$ cat src/rtl/regfile_pkg.sv
// regfile_pkg: shared constants for the register-file port scheduler.
//   REG_AW   - register address width
//   NREG     - number of architectural registers
//   DW       - register data width
//   WF_WRITE - value of the active-low write enable that commits a write
//   WF_IDLE  - value of the write enable when no write takes place
package regfile_pkg;

  localparam int REG_AW = 5;
  localparam int NREG   = 32;
  localparam int DW     = 32;

  localparam logic WF_WRITE = 1'b0;
  localparam logic WF_IDLE  = 1'b1;

endpackage : regfile_pkg

$ cat src/rtl/regfile_port_sched_chk.sv
// regfile_port_sched_chk: protocol assertions for the register-file scheduler.
//   clk, rst_n - clock and asynchronous active-low reset
//   wb_valid   - writeback requests
//   wb_ready   - writeback grants
//   rf_wf      - active-low register file write enable
module regfile_port_sched_chk #(
  parameter int NREQ = 3
) (
  input logic            clk,
  input logic            rst_n,
  input logic [NREQ-1:0] wb_valid,
  input logic [NREQ-1:0] wb_ready,
  input logic            rf_wf
);

  logic accept;
  assign accept = |(wb_valid & wb_ready);

  a_grant_onehot: assert property (@(posedge clk) disable iff (!rst_n)
    $onehot0(wb_ready));

  a_grant_needs_valid: assert property (@(posedge clk) disable iff (!rst_n)
    ((wb_ready & ~wb_valid) == '0));

  a_accept_writes: assert property (@(posedge clk) disable iff (!rst_n)
    accept |=> (rf_wf == 1'b0));

  a_idle_no_write: assert property (@(posedge clk) disable iff (!rst_n)
    !accept |=> (rf_wf == 1'b1));

endmodule : regfile_port_sched_chk

$ cat src/rtl/rr_arbiter.sv
// rr_arbiter: purely combinational round-robin arbiter.
//   req    in  NREQ  request vector
//   ptr    in  PW    highest-priority requester for this cycle
//   grant  out NREQ  one-hot grant (all zero when no request)
//   winner out PW    index of the granted requester (0 when no grant)
//   any    out 1     at least one request present
module rr_arbiter #(
  parameter int NREQ = 3,
  parameter int PW   = (NREQ > 1) ? $clog2(NREQ) : 1
) (
  input  logic [NREQ-1:0] req,
  input  logic [PW-1:0]   ptr,
  output logic [NREQ-1:0] grant,
  output logic [PW-1:0]   winner,
  output logic            any
);

  logic found;

  // Scan from ptr upward with wrap-around; the first active request wins.
  always_comb begin
    grant  = '0;
    winner = '0;
    found  = 1'b0;
    for (int k = 0; k < NREQ; k++) begin
      int idx;
      idx = (int'(ptr) + k) % NREQ;
      if (!found && req[idx]) begin
        grant[idx] = 1'b1;
        winner     = idx[PW-1:0];
        found      = 1'b1;
      end else begin
        found = found;
      end
    end
    any = found;
  end

endmodule : rr_arbiter

$ cat src/rtl/regfile_port_sched.sv
// regfile_port_sched: schedules the register file's single write port and
// its read port. Writeback requesters are arbitrated round-robin onto the
// write port (one registered write stage), and a per-register busy
// scoreboard produces RAW stalls for decode and WAW stalls for issue.
//   clk, rst_n          core clock, asynchronous active-low reset
//   wb_valid/addr/data  writeback requests (slice i per requester)
//   wb_ready            one-hot grant, transfer on valid & ready
//   iss_valid/iss_ws    issue of an instruction writing iss_ws
//   iss_ready           0 when iss_ws is already busy (WAW stall)
//   rd_req/rs1/rs2      operand read request
//   rd_stall            RAW stall on either source register
//   rf_rf               read enable (active-high)
//   rf_wf               write enable (active-low)
//   rf_ws/rf_wd         registered write address / data
//   rf_rs1/rf_rs2       read addresses (pass-through)
module regfile_port_sched #(
  parameter int NREQ = 3,
  parameter int NREG = regfile_pkg::NREG,
  parameter int DW   = regfile_pkg::DW
) (
  input  logic                              clk,
  input  logic                              rst_n,
  input  logic [NREQ-1:0]                   wb_valid,
  input  logic [NREQ*regfile_pkg::REG_AW-1:0] wb_addr,
  input  logic [NREQ*DW-1:0]                wb_data,
  output logic [NREQ-1:0]                   wb_ready,
  input  logic                              iss_valid,
  input  logic [regfile_pkg::REG_AW-1:0]    iss_ws,
  output logic                              iss_ready,
  input  logic                              rd_req,
  input  logic [regfile_pkg::REG_AW-1:0]    rs1,
  input  logic [regfile_pkg::REG_AW-1:0]    rs2,
  output logic                              rd_stall,
  output logic                              rf_rf,
  output logic                              rf_wf,
  output logic [regfile_pkg::REG_AW-1:0]    rf_ws,
  output logic [DW-1:0]                     rf_wd,
  output logic [regfile_pkg::REG_AW-1:0]    rf_rs1,
  output logic [regfile_pkg::REG_AW-1:0]    rf_rs2
);

  import regfile_pkg::*;

  localparam int PW = (NREQ > 1) ? $clog2(NREQ) : 1;

  logic [PW-1:0]     rr_ptr_r;
  logic [NREQ-1:0]   grant_s;
  logic [PW-1:0]     winner_s;
  logic              any_s;
  logic              accept_s;
  logic [REG_AW-1:0] sel_addr_s;
  logic [DW-1:0]     sel_data_s;

  logic              wf_r;
  logic [REG_AW-1:0] ws_r;
  logic [DW-1:0]     wd_r;

  logic [NREG-1:0]   busy_r;
  logic [NREG-1:0]   set_vec_s;
  logic [NREG-1:0]   clr_vec_s;
  logic [NREG-1:0]   busy_next_s;

  rr_arbiter #(
    .NREQ (NREQ),
    .PW   (PW)
  ) u_arb (
    .req    (wb_valid),
    .ptr    (rr_ptr_r),
    .grant  (grant_s),
    .winner (winner_s),
    .any    (any_s)
  );

  // Grants are forced low while reset is held so requesters never see a
  // transfer that the write stage would drop.
  assign wb_ready = rst_n ? grant_s : '0;
  assign accept_s = any_s & rst_n;

  // Select the winning requester's address and data; the grant is one-hot,
  // so an AND-OR mux is sufficient.
  always_comb begin
    sel_addr_s = '0;
    sel_data_s = '0;
    for (int i = 0; i < NREQ; i++) begin
      sel_addr_s = sel_addr_s | (wb_addr[i*REG_AW +: REG_AW] & {REG_AW{grant_s[i]}});
      sel_data_s = sel_data_s | (wb_data[i*DW +: DW] & {DW{grant_s[i]}});
    end
  end

  // Write stage and round-robin pointer: an accept in cycle N drives the
  // write port during cycle N+1; address/data hold when idle.
  always_ff @(posedge clk or negedge rst_n) begin
    if (!rst_n) begin
      wf_r     <= WF_IDLE;
      ws_r     <= '0;
      wd_r     <= '0;
      rr_ptr_r <= '0;
    end else if (accept_s) begin
      wf_r     <= WF_WRITE;
      ws_r     <= sel_addr_s;
      wd_r     <= sel_data_s;
      rr_ptr_r <= (winner_s == PW'(NREQ - 1)) ? '0 : PW'(winner_s + PW'(1));
    end else begin
      wf_r     <= WF_IDLE;
      ws_r     <= ws_r;
      wd_r     <= wd_r;
      rr_ptr_r <= rr_ptr_r;
    end
  end

  assign iss_ready = ~busy_r[iss_ws];

  // Scoreboard next state: the write in flight clears its register, an
  // accepted issue sets its destination. Clear is applied first so a
  // same-edge set of the same register wins.
  always_comb begin
    set_vec_s          = '0;
    clr_vec_s          = '0;
    set_vec_s[iss_ws]  = iss_valid & iss_ready;
    clr_vec_s[ws_r]    = (wf_r == WF_WRITE);
    busy_next_s        = (busy_r & ~clr_vec_s) | set_vec_s;
  end

  // Busy scoreboard register.
  always_ff @(posedge clk or negedge rst_n) begin
    if (!rst_n) begin
      busy_r <= '0;
    end else begin
      busy_r <= busy_next_s;
    end
  end

  // A register written in cycle N+1 is cleared at the end of that cycle, so
  // reads of it stop stalling from cycle N+2 (no bypass path).
  assign rd_stall = rd_req & (busy_r[rs1] | busy_r[rs2]);
  assign rf_rf    = rst_n & rd_req & ~rd_stall;

  assign rf_wf  = wf_r;
  assign rf_ws  = ws_r;
  assign rf_wd  = wd_r;
  assign rf_rs1 = rs1;
  assign rf_rs2 = rs2;

  regfile_port_sched_chk #(
    .NREQ (NREQ)
  ) u_chk (
    .clk      (clk),
    .rst_n    (rst_n),
    .wb_valid (wb_valid),
    .wb_ready (wb_ready),
    .rf_wf    (rf_wf)
  );

endmodule : regfile_port_sched

$ cat config.mk
export PLATFORM = sky130hd
export DESIGN_NAME = regfile_port_sched
export DESIGN_NICKNAME = d
export VERILOG_FILES = /design/src/rtl/regfile_pkg.sv /design/src/rtl/regfile_port_sched_chk.sv /design/src/rtl/rr_arbiter.sv /design/src/rtl/regfile_port_sched.sv
export SDC_FILE = /design/constraint.sdc
export NUM_CORES = 1
export LEC_CHECK = 0
export ABC_AREA = 1
export CORE_MARGIN = 2
export CORE_UTILIZATION = 47
export CTS_CLUSTER_SIZE = 14
export DETAILED_ROUTE_END_ITERATION = 16
export PLACE_DENSITY_LB_ADDON = 0.3
export SLEW_MARGIN = 0
export SYNTH_ARGS = -nofsm -noshare
export SYNTH_HDL_FRONTEND = slang
export SYNTH_SLANG_ARGS = --single-unit
export TNS_END_PERCENT = 10
$ cat constraint.sdc
create_clock -name clk -period 2.64 [get_ports clk]
set_clock_uncertainty 0.1 [all_clocks]
set_input_delay 0.396 -clock clk [delete_from_list [all_inputs] [get_ports clk]]
set_output_delay 0.396 -clock clk [all_outputs]
set_load 0.01 [all_outputs]
Yosys cells after proc, flatten, opt, wreduce, memory -nomap -nowiden:

Index checks and enable logic that the tools add are counted.

* shifts and indexed selects: 0
* mux-type cells: 37
* $mul: 0
* reductions and logical operators: 9
* bitwise logic cells: 26
* equal/unequal tests: 1
* div/mod/pow operators: 3
* $add $sub $neg: 3
* order comparisons: 12

Operators with widths (number)
* AND 32 bit: 6
* greater-or-equal comparator 32 x 1 -> 1 bit, second input constant: 3
* < comparator 32 x 4 -> 1 bit, second input constant: 3
* bitwise OR 32 bit: 3
* modulo 32 x 3 -> 32 bit, second input constant: 2
* modulo 3 x 3 -> 32 bit, second input constant: 1
* inverter 32 bit: 1
* < comparator 5 x 6 -> 1 bit, second input constant: 4
* two-way mux 1 bit: 18
* AND 5 bit: 3
* binary-select mux 1 bit (select 5 bit): 3
* two-way mux 3 bit: 4
* demux 1 bit (select 5 bit): 2
* greater-or-equal comparator 5 x 1 -> 1 bit, second input constant: 2
* bitwise OR 5 bit: 2
* two-way mux 2 bit: 4
* logical AND 1 bit: 7
* binary-select mux 1 bit (select 2 bit): 3
* demux 1 bit (select 2 bit): 3
* bitwise OR 3 bit: 2
* AND 1 bit: 5
* adder 2 x 1 -> 3 bit, second input constant: 1
* adder 2 x 2 -> 3 bit, second input constant: 1
* inverter 1 bit: 3
* 4 further kinds: 5

* logic and storage cells: 96
* latch bits: 0
* memory bits (writable): 0
* memories kept: 0
* input bits: 133
* bits in registers: 72
* ROM bits: 0

Depth between registers and ports, before layout:

Gate-level depths: netlist (run 1).

* word-level depth: 14
* depth in mapped cells: 17
* depth with buffers taken out: 15

By module:

Synthesis (run 1) repeated with hierarchy kept, for this count alone.

* cells, all modules: 766
* area, all modules: 5029.8 sq um

Modules (own cells, without submodules)
* regfile_port_sched: area each 4709.5 sq um, cells an instance 705, times used 1
* rr_arbiter: area each 320.3 sq um, cells an instance 61, times used 1

Least setup slack after synthesis (run 1):

Ideal clock, no wire load.

* kind: register to register
* start point: register rr_ptr_r[0]
* end point: register wd_r[0] (netlist: rf_wd[0])
* library setup time: 0.118 ns
* path slack: 0.575 ns
* clock period less this slack: 2.065 ns
* data arrival time: 1.848 ns
* required time: 2.422 ns
* path buffers: 3
* stages on the path, launching flop included: 18
* cell sequence: dfrtp_1 > inv_1 > ha_1 > buf_4 > inv_2 > nand2_1 > nand3_1 > nand2_1 > nand2_2 > inv_2 > nand3_2 > nand2_2 > inv_2 > buf_6 > buf_6 > nand2_1 > nor2_1 > nor2_2

* word-level cells in the longest chain between the ends: 14
* elaborated cells between the ends (all ways): 47
* those cells by class: add/sub: 2; div: 3; order compare: 6; mux: 21; bitwise: 8; reduce/logical: 7

Ends and longest elaborated chain
* start, declared: line regfile_port_sched.sv:46 `logic [PW-1:0] rr_ptr_r;`
* start signal, assigned: line regfile_port_sched.sv:102 `rr_ptr_r <= (winner_s == PW'(NREQ - 1)) ? '0 : PW'(winner_s + PW'(1));`
* start signal, assigned: line regfile_port_sched.sv:107 `rr_ptr_r <= rr_ptr_r;`
* parallel branches: the longest is 14 deep, another holds modulo 32 x 3 -> 32 bit
* end signal, assigned: line regfile_port_sched.sv:101 `wd_r <= sel_data_s;`
* end signal, assigned: line regfile_port_sched.sv:106 `wd_r <= wd_r;`
* end, declared: line regfile_port_sched.sv:56 `logic [DW-1:0] wd_r;`

Parallel ways; which one is timed is not known. The select of a mux whose other input is x is not followed.
A chain may end at the register's enable or synchronous reset.

Final worst setup path (run 1):

* start point: register rr_ptr_r[1]
* end point: output port wb_ready[0]

* word-level cells in the longest chain between the ends: 12
* elaborated cells between the ends (all ways): 41
* those cells by class: add/sub: 2; div: 3; order compare: 6; mux: 21; bitwise: 2; reduce/logical: 7

Ends and longest elaborated chain
* parallel branches: the longest is 10 deep, another holds modulo 32 x 3 -> 32 bit
* two-way mux 3 bit *: line rr_arbiter.sv:28 `if (!found && req[idx]) begin`
* two-way mux 3 bit *: line regfile_port_sched.sv:76 `assign wb_ready = rst_n ? grant_s : '0;`
* end, declared: line regfile_port_sched.sv:26 `output logic [NREQ-1:0] wb_ready,`

Every way passes the cells marked *. The select of a mux whose other input is x is not followed.

==> results.ini, run 1 <==
[synth]
yosysSeqAreaShare=0.330
synthCells=873
ys_types=32
synth-warning-count=0
synth_area_um2=5470
synth-seq-cells=72
syn-num-nets=1010
avgSynthCellArea_um2=6.26

[grt]
grt_pass1_wl_um=31300
grt_max_degree=73
grt-ovfl-total=0
antenna_found_initial=0
grt_usage=0.312
grt_pass1_vias=6340

[floorplan]
die_x_um=112
die-area_um2=12500
ios=187
initial_utilization=0.481
fp.dieH_um=112
fp-row-count=39
coreArea_um2=11400

[clocking]
clkLatencyLatePin_ns=0.34
path_clk_slew_ns=0.06
hold_buffers=0
cts_tree=built
ctsHtreeMaxLevel=3
cts.sinks=72
cts.root.buffer_cell=clkbuf_16
cts-buffers-inserted=9
clock_path_buffers=2

[placement]
port_buffers=186
dp_hpwl_um=14400
gp_congestion=0.987
place_ws_ns=-0.275
placed_area_um2=7640

[power_and_ir_drop]
cellPowerDensity_nw_per_um2=1120
p_int_mw=4.75
pwr-share-seq=0.255
p_sw_frac=0.470
combPwrFrac=0.606
peakVddDrop_v=0.000719
leakage_nw=3.85
switching_power_mw=4.21
pwr-share-clk=0.139

[detailed_routing]
ant_nets=0
vias=6427
drtIter0Drc=458
wirelength_um=19300
drc=0
avgViaCountPerCell=5.23
wl_per_cell_um=15.7
dr.pass1.iters=6

[sta]
fin_hold_ws_ns=0.246
fin_crit_sh=0.946
drv_slew=0
hold_violations=0
setup-tns-final_ns=0
min_period_ns=2.50
timing.final.ws_setup_ns=0.142
slew_headroom=0.391
worstMarginPinSlew_ns=0.914
clock.fmax_mhz=400
rsz0062_at_grt=yes
setup_viol=0

[final_layout]
area_growth_pct=46.5
num_antenna_cells=0
design_area_um2=8010
nets=1217
layout-drive-gt1-share=0.125

[setup_path]
end_kind=output pin
path_max_fanout=7
crit_arrival_ns=2.00
ff2ff_path_depth=16
crit_type=reg2out
required_ns=2.14
worst_setup_path_start_kind=register

[status]
status=finished, final reports clean

[worst_hold_path]
min_path_type=in2async

[run]
drv_cap=0

==> kinds of logic (layout without fill, tap and decap cells) <==
family / after synthesis / after routing / share of synthesized area
compound gates: 66 / 66 / 0.0664
simple gates: 626 / 626 / 0.488
fa+ha+maj: 4 / 4 / 0.00915
buf+inv: 105 / 317 / 0.107
flops: 72 / 72 / 0.330
==> metrics by stage <==
stage,cells,util,power [mW]
floorplan,873,-,5.45
global placement,1212,0.672,7.53
detailed placement,1212,0.672,7.62
CTS,1228,0.700,8.93
global route,1228,0.705,9.70
finish,1228,0.705,8.96
==> state kept, by name, indices dropped and copies added (netlist names) <==
signal / flops
rf_ws: 5
busy_r: 32
rr_ptr_r: 2
rf_wd: 32
rf_wf: 1
==> worst paths after layout <==
kind / start / end / slack (ns)
min in group clk: rst_n / rf_wf / 0.25
min reg2reg: rf_wd[30] / rf_wd[30] / 0.41
max reg2reg: rr_ptr_r[0] / rf_ws[3] / 0.28
min: rst_n / rf_ws[0] / 0.25
max: rr_ptr_r[1] / wb_ready[0] / 0.14
max in group asynchronous: rst_n / rr_ptr_r[1] / 1.51
==> final cells by class <==
class                      instances  area [um^2]
timing repair buffer             243         2360
fill                             983         3360
tap                              143          179
clock inverter                     6         68.8
sequential                        72         1800
clock buffer                      10          239
inverter                          58          218
multi-input combinational        696         3150
==> per-layer routing <==
layer | up-vias | wire [um] | GRT usage
li1 | 3170 | - | -
met1 | 2893 | 7310 | 0.365
met2 | 291 | 9540 | 0.533
met3 | 73 | 1520 | 0.0659
met4 | 0 | 968 | 0.173
met5 | - | 0 | 0
==> cell usage after synthesis <==
cell type | n | area [um^2]
dfstp_2 | 1 | 26.3
o21a_1 | 1 | 7.51
inv_2 | 7 | 26.3
and2_1 | 1 | 6.26
inv_1 | 50 | 188
nand3b_1 | 2 | 15.0
nand3_1 | 59 | 295
o21ai_2 | 2 | 17.5
nand2_1 | 330 | 1240
nor2_1 | 155 | 582
nor3_1 | 8 | 40.0
nand2_2 | 6 | 37.5
o21ai_0 | 38 | 190
buf_4 | 19 | 143
a21boi_0 | 1 | 7.51
clkbuf_1 | 3 | 11.3
nand3_2 | 4 | 40.0
nand2_4 | 2 | 22.5
buf_2 | 11 | 55.1
nand4_2 | 1 | 12.5
dfrtp_1 | 71 | 1780
clkinv_1 | 1 | 3.75
o21ai_1 | 4 | 20.0
nor2_2 | 20 | 125
o211ai_1 | 4 | 30.0
a21oi_1 | 11 | 55.1
ha_1 | 4 | 50.1
buf_6 | 14 | 158
a22oi_1 | 3 | 22.5
nor2_4 | 3 | 33.8
nand4_1 | 35 | 219
o22ai_1 | 2 | 12.5
==> cells in the final DEF, fill, tap and decap left out, types with 5 or more instances in the layout <==
cell type / count
a21oi_1: 10
buf_12: 6
buf_4: 52
clkbuf_16: 9
clkdlybuf4s50_1: 174
dfrtp_1: 70
dlymetal6s2s_1: 5
inv_1: 48
inv_2: 9
nand2_1: 329
nand2_2: 7
nand3_1: 59
nand4_1: 35
nor2_1: 155
nor2_2: 20
nor3_2: 5
o21ai_0: 38
==> timing repair <==
item                                    4_1_cts  5_1_grt
endpoints found under the setup margin        6        6
gates resized for setup                      15       20
cloned                                        0        0
buffers inserted                              0        0
endpoints found under the hold margin         0        0
==> worst max-delay path: stages (launching register included) <==
cell	delay [ns]
dfrtp_2	0.44
ha_4	0.33
inv_2	0.07
nand2_1	0.05
nand3_1	0.06
nand2_1	0.13
nand2_2	0.07
inv_2	0.06
nand3_2	0.07
a21oi_1	0.20
clkbuf_2	0.17
==> power by group through the flow <==
stage / logic [mW] / clock network [mW] / registers [mW]
6_report: 5.43 / 1.25 / 2.29
5_1_grt: 6.04 / 1.31 / 2.34
4_1_cts: 5.42 / 1.25 / 2.26
3_5_place_dp: 5.35 / 0 / 2.27
3_3_place_gp: 5.27 / 0 / 2.26
2_1_floorplan: 3.27 / 0 / 2.18
Note: power is estimated with default switching activity, not from simulation.
==> run 2, diff against run 1 <==
--- a/config.mk
+++ b/config.mk
@@ -5,9 +5,9 @@
 export SDC_FILE = /design/constraint.sdc
 export NUM_CORES = 1
 export LEC_CHECK = 0
-export ABC_AREA = 1
 export CORE_MARGIN = 2
-export CORE_UTILIZATION = 47
+export CORE_UTILIZATION = 46
+export CTS_BUF_LIST = sky130_fd_sc_hd__clkbuf_16
 export CTS_CLUSTER_SIZE = 14
 export DETAILED_ROUTE_END_ITERATION = 16
 export PLACE_DENSITY_LB_ADDON = 0.3
==> run 2 against run 1 <==
  * The flow now finishes with violations (setup timing)
  * Register-to-register slack lost 0.21 ns
  * Sequential power shrank 2%
  * Global-route usage shrank 1.1 points
  * First-iteration DRC count shrank 16%
  * Critical path depth shrank 4
  * Flip-flop and latch count is the same
  * Clock power is essentially flat
==> results.ini, run 2 <==
[status]
status=finished, violations left
violations=setup timing

[setup_path]
critPathMaxStageDelay_ns=0.48
crit_arrival_ns=2.42
cp_cell_sequence=mux4_2 > mux2_4 > and3_4 > or4_4 > o21a_1 > buf_2
required_ns=2.14
end_kind=output pin
worst_setup_path_start_kind=register
path_max_fanout=2
r2r_slack_ns=0.07
cp_slowest_cell=or4_4
crit_type=reg2out

[sta]
setup_viol=2
timing.final.ws_setup_ns=-0.280
slew_headroom=0.600
setup-tns-final_ns=-0.525
drv_slew=0
fin_crit_sh=1.11
fin_hold_ws_ns=0.0655
rsz0062_at_grt=yes
hold_violations=0
min_period_ns=2.92
clock.fmax_mhz=342
worstMarginPinSlew_ns=0.600

[clocking]
clkLatencyLatePin_ns=0.33
cts_tree=built
cts.root.buffer_cell=clkbuf_16
ctsHtreeMaxLevel=3
hold_buffers=0
path_clk_slew_ns=0.06
clock_path_buffers=2
cts-buffers-inserted=9
cts.sinks=72

[power_and_ir_drop]
peakVddDrop_v=0.000646
cellPowerDensity_nw_per_um2=1130
leakage_nw=3.25
power_mw=9.19

[placement]
place_ws_ns=-1.06
dp_hpwl_um=13600
gp_congestion=1.06
port_buffers=186
dp_cells=925

[grt]
grt_pass1_vias=6076
grt-ovfl-total=0
antenna_found_initial=0
grt_pass1_wl_um=30100
grt_max_degree=51
grt_usage=0.301

[synth]
synth-seq-cells=72
ys_types=59
netlist_top_cells_count=o21ai_0, dfrtp_1, inv_1
synth_area_leader_cell=dfrtp_1
synthCells=583
synthArstFlopShare=1.00
synth_area_um2=5260
yosysMostFrequentCell=o21ai_0
ys.flop_type=dfrtp_1
synth-warning-count=0
avgSynthCellArea_um2=9.02
syn-num-nets=720
yosysSeqAreaShare=0.343
synth_edf_count=0
synth_top_area_share=0.338
synthTopCellsByArea=dfrtp_1, o21ai_0, mux4_2, o221ai_1, o22a_1

[final_layout]
nFillCells=830
nets=934
num_antenna_cells=0
layout_commonest_cell=clkdlybuf4s50_1
area_growth_pct=54.2
most-common-layout-cells=clkdlybuf4s50_1, o21ai_0, buf_4
final_cells=945
layout-drive-gt1-share=0.203

[detailed_routing]
dr.pass1.iters=7
avgViaCountPerCell=6.28
wirelength_um=19100
wl_met2_um=9540
drc=0
wl_met1_um=7190
top_layer_used=met4
vias=5933
ant_nets=0
wl_per_cell_um=20.2
route.met3.wl_um=1780
drtIter0Drc=384

[floorplan]
fp-row-count=39
die_x_um=111
coreArea_um2=11300
initial_utilization=0.467
ios=187
die-area_um2=12300
fp.dieH_um=111

[run]
drv_cap=0

[worst_hold_path]
min_path_type=in2async

==> run 2: cell types whose count changed after synthesis, sizes merged, moves of 22 or more <==
cell	change
nand2	-323
nor2	-167
o21ai	+74
nand3	-59
clkbuf	+37
o221ai	+37
o22a	+37
nand4	-35
a21oi	+29
o31ai	+26
mux4	+22
==> run 2: path summary, 6_finish.rpt <==
path,endpoint,from,cells after the start
min,rf_wd[29],rst_n,2
min reg2reg,rf_wd[7],rf_wd[7],1
max in group asynchronous,rf_wd[30],rst_n,2
max reg2reg,rf_wd[8],rr_ptr_r[1],11
max,rd_stall,busy_r[13],6
min in group clk,rf_wd[7],rf_wd[7],1
==> run 2: logic make-up after synthesis <==
family | after synthesis | synth area share
adder cells (fa/ha/maj) | 4 | 0.00952
AND/OR/NAND/NOR | 72 | 0.0802
buffers and inverters | 120 | 0.0997
multiplexers | 33 | 0.119
flip-flops | 72 | 0.343
AO/OA/AOI/OAI | 282 | 0.348
==> run 2: worst max-delay path, delay by kind of cell (launching register included) <==
family,cells,cell delay [ns]
AOI/OAI and AO/OA,1,0.18
and+or+nand+nor,2,0.65
muxes,2,0.75
DFF,1,0.39
buffers and inverters,1,0.13
==> run 2: through the flow <==
step | utilization | cell area, um^2
global placement | 0.681 | 7680
detailed placement | 0.681 | 7680
global route | 0.719 | 8110
finish | 0.719 | 8110
floorplan | - | 5270
CTS | 0.712 | 8020
==> run 2: repair_timing <==
item                                    4_1_cts  5_1_grt
endpoints found under the setup margin       43       45
endpoints found under the hold margin         0        0
resized for setup                            45       14
pin swaps                                     5       10
cloned                                        0        1
buffers inserted                              2        1
==> run 2: power breakdown <==
group | switching, mW | internal [mW]
Clock | 0.487 | 0.740
Sequential | 0.555 | 1.69
Combinational | 2.87 | 2.85
Total | 3.91 | 5.28
==> run 2: area by class of cell <==
type                    instances  area [um^2]  share of cell area
flip-flops and latches         72         1800               0.222
clock inverters                 7         76.3             0.00941
well taps                     143          179              0.0221
clock buffers                   9          225              0.0278
multi-input cells             391         3060               0.378
inverters                      49          184              0.0227
repair buffers                274         2580               0.318
==> run 2: layer usage <==
| metal | GRT usage | vias to the layer above |
|---|---|---|
| met5 | 0 | - |
| met4 | 0.138 | 0 |
| met3 | 0.0760 | 50 |
| met2 | 0.508 | 356 |
| met1 | 0.362 | 2878 |
| li1 | - | 2649 |
==> run 3, diff against run 2 <==
--- a/config.mk
+++ b/config.mk
@@ -5,9 +5,10 @@
 export SDC_FILE = /design/constraint.sdc
 export NUM_CORES = 1
 export LEC_CHECK = 0
+export CAP_MARGIN = 20
 export CORE_MARGIN = 2
 export CORE_UTILIZATION = 46
-export CTS_BUF_LIST = sky130_fd_sc_hd__clkbuf_16
+export CTS_BUF_LIST = sky130_fd_sc_hd__clkbuf_8 sky130_fd_sc_hd__clkbuf_16
 export CTS_CLUSTER_SIZE = 14
 export DETAILED_ROUTE_END_ITERATION = 16
 export PLACE_DENSITY_LB_ADDON = 0.3
==> results of run 3 <==
No change in the layout: final DEF, timing and power equal those of run 2.
